[src/rtl/stopwatch_ctrl.sv]
// Purpose : button front-end, start/stop/lap/clear FSM and 100 Hz tick divider for a BCD stopwatch.
// Latency : a held button changes STATE on the (DEBOUNCE_CYCLES+3)th edge; ENABLE/DISP are combinational.
// Backpr. : none; ENABLE is a single-cycle strobe and the downstream counter must accept every one.
//
// Ports:
//   CLK, RESET       system clock, asynchronous active-low reset
//   BTN_SS, BTN_LR   raw asynchronous push-buttons (start/stop, lap/reset), active-high
//   TIME             packed BCD time from the counter chain {MIN,TENSEC,SEC,DECISEC,CENTISEC}
//   ENABLE           one-cycle count strobe per centisecond while running (RUN or LAP)
//   CLEAR            one-cycle clear pulse to the counter chain
//   DISP             live TIME, or the frozen lap value while in LAP
//   STATE            00 IDLE, 01 RUN, 10 LAP, 11 STOP
module stopwatch_ctrl #(
    parameter int TICK_DIV        = 500000,
    parameter int DEBOUNCE_CYCLES = 1000000
) (
    input  logic        CLK,
    input  logic        RESET,
    input  logic        BTN_SS,
    input  logic        BTN_LR,
    input  logic [19:0] TIME,
    output logic        ENABLE,
    output logic        CLEAR,
    output logic [19:0] DISP,
    output logic [1:0]  STATE
);

    localparam int DIV_W = $clog2(TICK_DIV);
    localparam int DB_W  = $clog2(DEBOUNCE_CYCLES);

    localparam logic [DIV_W-1:0] DIV_MAX = DIV_W'(TICK_DIV - 1);
    localparam logic [DB_W-1:0]  DB_MAX  = DB_W'(DEBOUNCE_CYCLES - 1);

    typedef enum logic [1:0] {
        S_IDLE = 2'b00,
        S_RUN  = 2'b01,
        S_LAP  = 2'b10,
        S_STOP = 2'b11
    } state_t;

    // Bit 0 is the start/stop button, bit 1 the lap/reset button.
    logic [1:0]      btn_raw;
    logic [1:0]      sync1;
    logic [1:0]      sync2;
    logic [1:0]      deb;
    logic [1:0]      deb_prev;
    logic [DB_W-1:0] db_cnt [2];
    logic [1:0]      press;
    logic            press_ss;
    logic            press_lr;

    state_t           state;
    logic [19:0]      lap_q;
    logic             clear_q;
    logic [DIV_W-1:0] div_q;
    logic             counting;
    logic             clear_set;

    assign btn_raw = {BTN_LR, BTN_SS};

    // Two-flop synchroniser, then a per-button stability counter: the
    // debounced level only follows the synchronised level after it has
    // disagreed for DEBOUNCE_CYCLES consecutive cycles.
    always_ff @(posedge CLK or negedge RESET) begin
        if (!RESET) begin
            sync1     <= '0;
            sync2     <= '0;
            deb       <= '0;
            deb_prev  <= '0;
            db_cnt[0] <= '0;
            db_cnt[1] <= '0;
        end else begin
            sync1    <= btn_raw;
            sync2    <= sync1;
            deb_prev <= deb;
            for (int i = 0; i < 2; i++) begin
                if (sync2[i] == deb[i]) begin
                    db_cnt[i] <= '0;
                end else if (db_cnt[i] == DB_MAX) begin
                    deb[i]    <= ~deb[i];
                    db_cnt[i] <= '0;
                end else begin
                    db_cnt[i] <= db_cnt[i] + 1'b1;
                end
            end
        end
    end

    // Rising edge of the debounced level; releases are ignored.
    assign press    = deb & ~deb_prev;
    assign press_ss = press[0];
    assign press_lr = press[1];

    assign counting = (state == S_RUN) || (state == S_LAP);

    // A lap/reset press in STOP clears, unless start/stop wins the same cycle.
    assign clear_set = (state == S_STOP) && press_lr && !press_ss;

    // Start/stop always takes priority over lap/reset on a coincident press.
    always_ff @(posedge CLK or negedge RESET) begin
        if (!RESET) begin
            state   <= S_IDLE;
            lap_q   <= '0;
            clear_q <= 1'b0;
        end else begin
            clear_q <= clear_set;
            case (state)
                S_IDLE: begin
                    if (press_ss) state <= S_RUN;
                end
                S_RUN: begin
                    if (press_ss) begin
                        state <= S_STOP;
                    end else if (press_lr) begin
                        state <= S_LAP;
                        lap_q <= TIME;  // value before any concurrent increment
                    end
                end
                S_LAP: begin
                    if (press_ss)      state <= S_STOP;
                    else if (press_lr) state <= S_RUN;
                end
                S_STOP: begin
                    if (press_ss)      state <= S_RUN;
                    else if (press_lr) state <= S_IDLE;
                end
                default: state <= S_IDLE;
            endcase
        end
    end

    // Tick divider: free-runs while counting, holds in STOP so a resume keeps
    // its phase, and restarts from zero on a clear.
    always_ff @(posedge CLK or negedge RESET) begin
        if (!RESET) begin
            div_q <= '0;
        end else if (clear_set || clear_q) begin
            div_q <= '0;
        end else if (counting) begin
            if (div_q == DIV_MAX) div_q <= '0;
            else                  div_q <= div_q + 1'b1;
        end
    end

    assign ENABLE = counting && (div_q == DIV_MAX);
    assign CLEAR  = clear_q;
    assign DISP   = (state == S_LAP) ? lap_q : TIME;
    assign STATE  = state;

endmodule

[config.mk]
export PLATFORM = sky130hd
export DESIGN_NAME = stopwatch_ctrl
export DESIGN_NICKNAME = d
export VERILOG_FILES = /design/src/rtl/stopwatch_ctrl.sv
export SDC_FILE = /design/constraint.sdc
export NUM_CORES = 1
export LEC_CHECK = 0
export CORE_ASPECT_RATIO = 1.25
export CORE_MARGIN = 2
export CORE_UTILIZATION = 54
export CTS_CLUSTER_SIZE = 40
export DETAILED_ROUTE_END_ITERATION = 6
export GPL_ROUTABILITY_DRIVEN = 0
export HOLD_SLACK_MARGIN = 0.12
export PLACE_DENSITY = 0.77
export SLEW_MARGIN = 20
export SYNTH_ARGS = -nofsm -noshare
export SYNTH_HDL_FRONTEND = slang
export SYNTH_SLANG_ARGS = --single-unit
[constraint.sdc]
create_clock -name CLK -period 3.7 [get_ports CLK]
set_clock_uncertainty 0.15 [all_clocks]
set_input_delay 0.74 -clock CLK [delete_from_list [all_inputs] [get_ports CLK]]
set_output_delay 0.74 -clock CLK [all_outputs]
set_load 0.01 [all_outputs]
==> flow_summary.json, run 1 <==
{
  "status": "completed",
  "cp_num_buf_inv": 3,
  "die_h_microns": 105,
  "die-area_sq_um": 8960,
  "ir_worst_vdd_v": 0.000238,
  "syn_nets": 444,
  "cp-end-kind": "output port",
  "maxSlewViolCount": 0,
  "grt_overflow": 0,
  "synth-seq-cells": 90,
  "cts.htree.levels": 3,
  "crit_chain": "inv_1 > ha_1 > buf_12 > mux2_2 > clkdlybuf4s50_1",
  "max_freq_mhz": 300,
  "setup_viol": 0,
  "p_per_area_nw_per_um2": 360,
  "area_growth_pct": 17.3,
  "crit_end": "DISP[4]",
  "yosysSeqAreaShare_pct": 50.8,
  "tightestPinTransition_ns": 0.867,
  "insertion_delay_ns": 0.36,
  "startpoint_type": "flip-flop",
  "finalCritPeriodShare_pct": 90.2,
  "hp-class": "flip-flop to flip-flop",
  "pin_count": 48,
  "synth.distinct_cells": 44,
  "root_buffer": "clkbuf_8",
  "drt-total-wl_microns": 8360,
  "avgRoutedWirePerCell_microns": 14.9,
  "slew_headroom_pct": 41.8,
  "crit_arrival_ns": 2.45,
  "crit_path_top_delay_cell": "clkdlybuf4s50_1",
  "synth_cells": 412,
  "finalPower_mw": 1.87,
  "cap_violations": 0,
  "drt-initial-drc-count": 116,
  "layout_min_cycle_time_ns": 3.34,
  "synthFlopType": "dfrtp_1",
  "start_util_pct": 56.3,
  "syn_avg_cell_area_sq_um": 10.8,
  "synth-edff-count": 0,
  "port_buffers": 47,
  "drtPass1Iterations": 4,
  "r2r_end": "div_q[14]",
  "hpwl_microns": 5920,
  "leakagePower_nw": 2.24,
  "postCtsSetupBuffers": 0,
  "cts_buffers": 9,
  "startpoint": "STATE[0]",
  "crit_family": "buffers and inverters",
  "max_stage_delay_ns": 0.50,
  "die_w_microns": 85.1,
  "cts_resized": 0,
  "yosysWarnings": 0,
  "async_reset_ff_share_pct": 100,
  "cp_num_cells": 5,
  "rrSetupSlack_ns": 1.20,
  "antenna_found_initial": 0,
  "stdcell_area_sq_um": 5200,
  "dpl_cell_area_sq_um": 4980,
  "diodes": 0,
  "core_sq_um": 7880,
  "synthesis.area_sq_um": 4440,
  "r2r_cells": 6,
  "vias": 3154,
  "vias_per_cell": 5.63,
  "timing.rr.start": "div_q[0]",
  "hold_viol": 0,
  "required_ns": 2.81,
  "crit_fanout": 14,
  "grt_pass1_wl_microns": 14400,
  "setup-tns-final_ns": 0,
  "clock_path_buffers": 2,
  "cts_tree": "yes",
  "grt_max_degree": 68,
  "clkSinkCount": 90,
  "track_usage_pct": 19.8,
  "row_count": 36,
  "nFillCells": 618,
  "drc": 0,
  "fin_nets": 492,
  "critical_path_class": "flip-flop to output port",
  "drive_gt1_share_pct": 15.3,
  "holdCritStartpoint": "sync1[1]",
  "rsz0062_at_grt": "false",
  "ant_nets": 0,
  "hold_buffers": 0,
  "grt_pass1_vias": 3126,
  "clk_pin_slew_ns": 0.08
}
## sequential cells by signal (all words and copies together) (netlist names)
name      cells
div_q        19
sync2         2
CLEAR         1
deb           2
sync1         2
db_cnt       40
deb_prev      2
lap_q        20
STATE         2
## worst reg2reg max path, delay by kind of cell, from the launching register on
| kind | cells | cell delay [ns] |
|---|---|---|
| flops | 1 | 0.39 |
| simple gates | 3 | 0.76 |
| compound gates | 2 | 0.90 |
| fa+ha+maj | 1 | 0.20 |
## worst min-delay path by stage
stage | depth (start not counted) | to | slack [ns]
global placement | 0 | sync2[1] | 0.18
floorplan | 0 | sync2[0] | 0.18
CTS | 0 | sync2[1] | 0.21
detailed placement | 0 | sync2[1] | 0.19
global route | 0 | sync2[1] | 0.22
finish | 0 | sync2[1] | 0.21
## power by group
group	leakage, nW	internal (mW)	switching [mW]
clock	0.110	0.385	0.357
combinational	0.936	0.0634	0.0529
sequential	1.20	1.00	0.0113
## synthesized netlist by cell type (2+ instances only)
master / instances / area [sq um]
or2_2: 2 / 12.5
buf_2: 3 / 15.0
nand3_1: 25 / 125
o22a_1: 2 / 17.5
mux2_2: 42 / 473
and3_1: 13 / 81.3
and4_2: 3 / 30.0
xor2_1: 38 / 333
xnor2_1: 11 / 96.3
buf_6: 3 / 33.8
and4_1: 5 / 43.8
a311oi_1: 2 / 17.5
nor4b_1: 3 / 26.3
clkbuf_1: 4 / 15.0
nor2_1: 60 / 225
o211ai_1: 4 / 30.0
and2_1: 2 / 12.5
buf_1: 2 / 7.51
o21a_1: 2 / 15.0
buf_4: 2 / 15.0
nor4_1: 4 / 25.0
nor2b_1: 3 / 18.8
inv_1: 7 / 26.3
o21ai_0: 6 / 30.0
ha_1: 8 / 100
nor3_1: 7 / 35.0
dfrtp_1: 90 / 2250
nand4_1: 14 / 87.6
or3_1: 2 / 12.5
nand2_1: 29 / 109
## cells in the final DEF, fill, tap and decap left out, drive strengths merged, types with 2 or more instances in the layout
cell type / netlist / routed
inv: 7 / 9
clkdlybuf4s50: 0 / 46
a311oi: 2 / 2
nor2b: 3 / 3
nand2: 29 / 29
o211ai: 4 / 4
clkinv: 0 / 2
nand3: 25 / 25
and3: 13 / 13
o22a: 2 / 2
xnor2: 11 / 11
bufinv: 0 / 2
nand4: 14 / 14
or2: 3 / 3
buf: 10 / 5
mux2: 42 / 42
and4: 8 / 8
xor2: 38 / 38
nor2: 60 / 60
nor4: 4 / 4
dfrtp: 90 / 90
and2: 2 / 2
o21ai: 7 / 7
clkbuf: 4 / 9
nor4b: 3 / 3
o21a: 2 / 2
nor3: 7 / 7
or3: 2 / 2
ha: 8 / 8
## per-stage QoR
stage / std cells / hold slack, ns / worst slack (ns) / util, %
3_3_place_gp: 544 / 0.184 / 0.807 / 63.2
5_1_grt: 560 / 0.215 / 0.203 / 66.0
4_1_cts: 560 / 0.207 / 0.323 / 66.0
2_1_floorplan: 412 / 0.181 / 1.30 / -
3_5_place_dp: 544 / 0.187 / 0.722 / 63.2
6_report: 560 / 0.210 / 0.361 / 66.0
## routing by layer
layer	GRT usage, %	vias up	wire length [microns]
li1	-	1534	-
met3	4.78	7	222
met1	25.2	1572	3640
met5	0	-	0
met2	33.6	41	4400
met4	5.33	0	95
## area by class of cell
cell class | instances | area, sq um | share of cell area, %
clock buffer | 9 | 124 | 2.38
clock inverter | 7 | 98.8 | 1.90
inverter | 7 | 26.3 | 0.505
multi-input combinational | 301 | 2070 | 39.8
sequential | 90 | 2250 | 43.3
tap | 95 | 119 | 2.29
timing repair buffer | 51 | 510 | 9.81
## logic make-up (layout without fill, tap and decap cells)
| family | after synthesis | in the layout | synth area share [%] |
|---|---|---|---|
| adder cells (fa/ha/maj) | 8 | 8 | 2.26 |
| AND/OR/NAND/NOR | 177 | 177 | 19.9 |
| buffers and inverters | 21 | 74 | 2.54 |
| flip-flops | 90 | 90 | 50.8 |
| multiplexers | 42 | 42 | 10.7 |
| AO/OA/AOI/OAI | 25 | 25 | 4.18 |
| XOR/XNOR | 49 | 49 | 9.68 |
Power figures use the tool's default switching activity.
==> inputs of run 2 (changes only) <==
--- a/config.mk
+++ b/config.mk
@@ -6,13 +6,13 @@
 export NUM_CORES = 1
 export LEC_CHECK = 0
 export CORE_ASPECT_RATIO = 1.25
-export CORE_MARGIN = 2
-export CORE_UTILIZATION = 54
+export CORE_UTILIZATION = 50
 export CTS_CLUSTER_SIZE = 40
 export DETAILED_ROUTE_END_ITERATION = 6
 export GPL_ROUTABILITY_DRIVEN = 0
+export GPL_TIMING_DRIVEN = 0
 export HOLD_SLACK_MARGIN = 0.12
-export PLACE_DENSITY = 0.77
+export PLACE_DENSITY = 0.72
 export SLEW_MARGIN = 20
 export SYNTH_ARGS = -nofsm -noshare
 export SYNTH_HDL_FRONTEND = slang
==> run 2 against run 1 <==
Against the previous run:
- sequential power hardly changed
- worst setup slack worse by 0.16 ns
- clock-buffer cell count is 5 higher
- die area is 3.3% higher
- core utilization is 4.8 points lower
- via count is 0.19% lower
- largest power group unchanged
- highest routed layer unchanged
==> flow_summary.json, run 2 (synthesis gave the netlist of run 1 again) <==
{
  "p_comb_share_pct": 6.8,
  "insertion_delay_ns": 0.36,
  "crit_fanout": 10,
  "cts_tree": "yes",
  "grt_overflow": 0,
  "regMostFlops": "db_cnt",
  "tightestPinTransition_ns": 1.02,
  "drc": 0,
  "vias_per_cell": 5.27,
  "area_growth_pct": 19.3,
  "max_freq_mhz": 286,
  "layout_setup_ws_ns": 0.200,
  "rrSetupSlack_ns": 1.22,
  "track_usage_pct": 20.2,
  "r2r_cells": 6,
  "power_frac_clock_pct": 37.5,
  "hold_viol": 0,
  "max_stage_delay_ns": 0.49,
  "grt_pass1_wl_microns": 14600,
  "power.switching_mw": 0.398,
  "die-area_sq_um": 9250,
  "clock_path_buffers": 2,
  "startpoint_type": "flip-flop",
  "final_cell_mix": "dfrtp_1 (90), nor2_1 (60), clkdlybuf4s50_1 (46), mux2_2 (42), xor2_1 (38)",
  "grt_max_degree": 64,
  "drtPass1Iterations": 4,
  "leakagePower_nw": 2.28,
  "p_per_area_nw_per_um2": 343,
  "top_regs": "db_cnt: 40 flops, lap_q: 20 flops, div_q: 19 flops",
  "status": "completed",
  "final_util_pct": 61.2,
  "cp_num_cells": 5,
  "diodes": 0,
  "finalCritPeriodShare_pct": 94.6,
  "layout_min_cycle_time_ns": 3.50,
  "drt-initial-drc-count": 113,
  "power_frac_seq_pct": 55.7,
  "crit_end": "DISP[0]",
  "nFillCells": 715,
  "cp-end-kind": "output port",
  "cap_violations": 0,
  "cts.htree.levels": 3,
  "swShare_pct": 21.9,
  "start_util_pct": 51.3,
  "r2r_end": "div_q[10]",
  "clk_pin_slew_ns": 0.09,
  "final_common_cell": "dfrtp_1",
  "ant_nets": 0,
  "regArea_sq_um": 2250,
  "antenna_found_initial": 0,
  "rsz0062_at_grt": "false",
  "largest_register_ffs": 40,
  "timing.rr.start": "STATE[1]",
  "crit_chain": "inv_1 > ha_1 > buf_1 > mux2_2 > clkdlybuf4s50_1",
  "p_int_mw": 1.42,
  "ir_worst_vdd_v": 0.000213,
  "critical_path_class": "flip-flop to output port",
  "slew_headroom_pct": 31.3,
  "pin_count": 48,
  "cp_num_buf_inv": 3,
  "drive_gt1_share_pct": 15.3,
  "drt-total-wl_microns": 8360,
  "hpwl_microns": 5930,
  "crit_arrival_ns": 2.61,
  "crit_path_top_delay_cell": "clkdlybuf4s50_1",
  "grt_pass1_vias": 3268,
  "dpl_worst_slack_ns": 0.561,
  "fin_nets": 504,
  "hp-class": "flip-flop to flip-flop",
  "hold_slack_ns": 0.216,
  "port_buffers": 47,
  "die_w_microns": 86.2,
  "die_h_microns": 107,
  "multi_input_area_sq_um": 2070,
  "setup-tns-final_ns": 0,
  "core_sq_um": 8650,
  "crit_family": "buffers and inverters",
  "cts_buffers": 9,
  "clkSinkCount": 90,
  "setup_viol": 0,
  "maxSlewViolCount": 0,
  "root_buffer": "clkbuf_8",
  "startpoint": "STATE[0]",
  "avgRoutedWirePerCell_microns": 14.0,
  "vias": 3148,
  "required_ns": 2.81,
  "row_count": 38
}
[run 2: layout make-up]
type / count / share of cell area (%)
Tap cell: 120 / 2.84
Sequential cell: 90 / 42.6
Inverter: 7 / 0.496
Timing Repair Buffer: 49 / 9.62
Buffer: 14 / 1.63
Clock buffer: 14 / 3.07
Clock inverter: 2 / 0.662
Multi-Input combinational cell: 301 / 39.1
[run 2: power by group through the flow]
stage / combinational (mW) / sequential (mW) / clock [mW]
6_report: 0.123 / 1.01 / 0.682
5_1_grt: 0.136 / 1.01 / 0.740
4_1_cts: 0.126 / 1.01 / 0.702
3_5_place_dp: 0.125 / 1.03 / 0
3_3_place_gp: 0.119 / 1.03 / 0
2_1_floorplan: 0.0455 / 1.03 / 0
[run 2: timing repair]
action	in CTS	in global routing
buffers inserted	0	0
hold endpoints to repair	27	0
gates resized for setup	0	0
hold buffers	1	0
[run 2: worst reg2reg max path, delay by kind of cell, from the launching register on]
kind | cells | cell delay (ns)
compound gates | 1 | 0.81
xor+xnor | 1 | 0.19
fa+ha+maj | 1 | 0.37
buf+inv | 1 | 0.14
flops | 1 | 0.51
simple gates | 2 | 0.20
[run 2: per-stage QoR]
stage          power, mW  cell area (sq um)  instances
2_1_floorplan       1.07               4440        412
3_3_place_gp        1.15               5060        579
3_5_place_dp        1.16               5080        580
4_1_cts             1.84               5290        597
5_1_grt             1.89               5290        597
6_report            1.82               5290        597
[run 2: worst min-delay path by stage]
stage / startpoint / depth (start not counted) / slack (ns) / endpoint
after detailed placement: sync1[0] / 0 / 0.20 / sync2[0]
after floorplan: sync1[0] / 0 / 0.18 / sync2[0]
final: sync1[0] / 0 / 0.22 / sync2[0]
after CTS: sync1[0] / 0 / 0.22 / sync2[0]
after global placement: sync1[0] / 0 / 0.18 / sync2[0]
after global routing: sync1[0] / 0 / 0.22 / sync2[0]
[run 2: metal layers]
| layer | GRT usage, % | routed length [microns] | part of all wire, % |
|---|---|---|---|
| met5 | 0 | 0 | 0 |
| met1 | 24.8 | 3790 | 45 |
| met3 | 2.84 | 177 | 2.1 |
| met2 | 34.1 | 4120 | 49 |
| met4 | 11.2 | 279 | 3.3 |
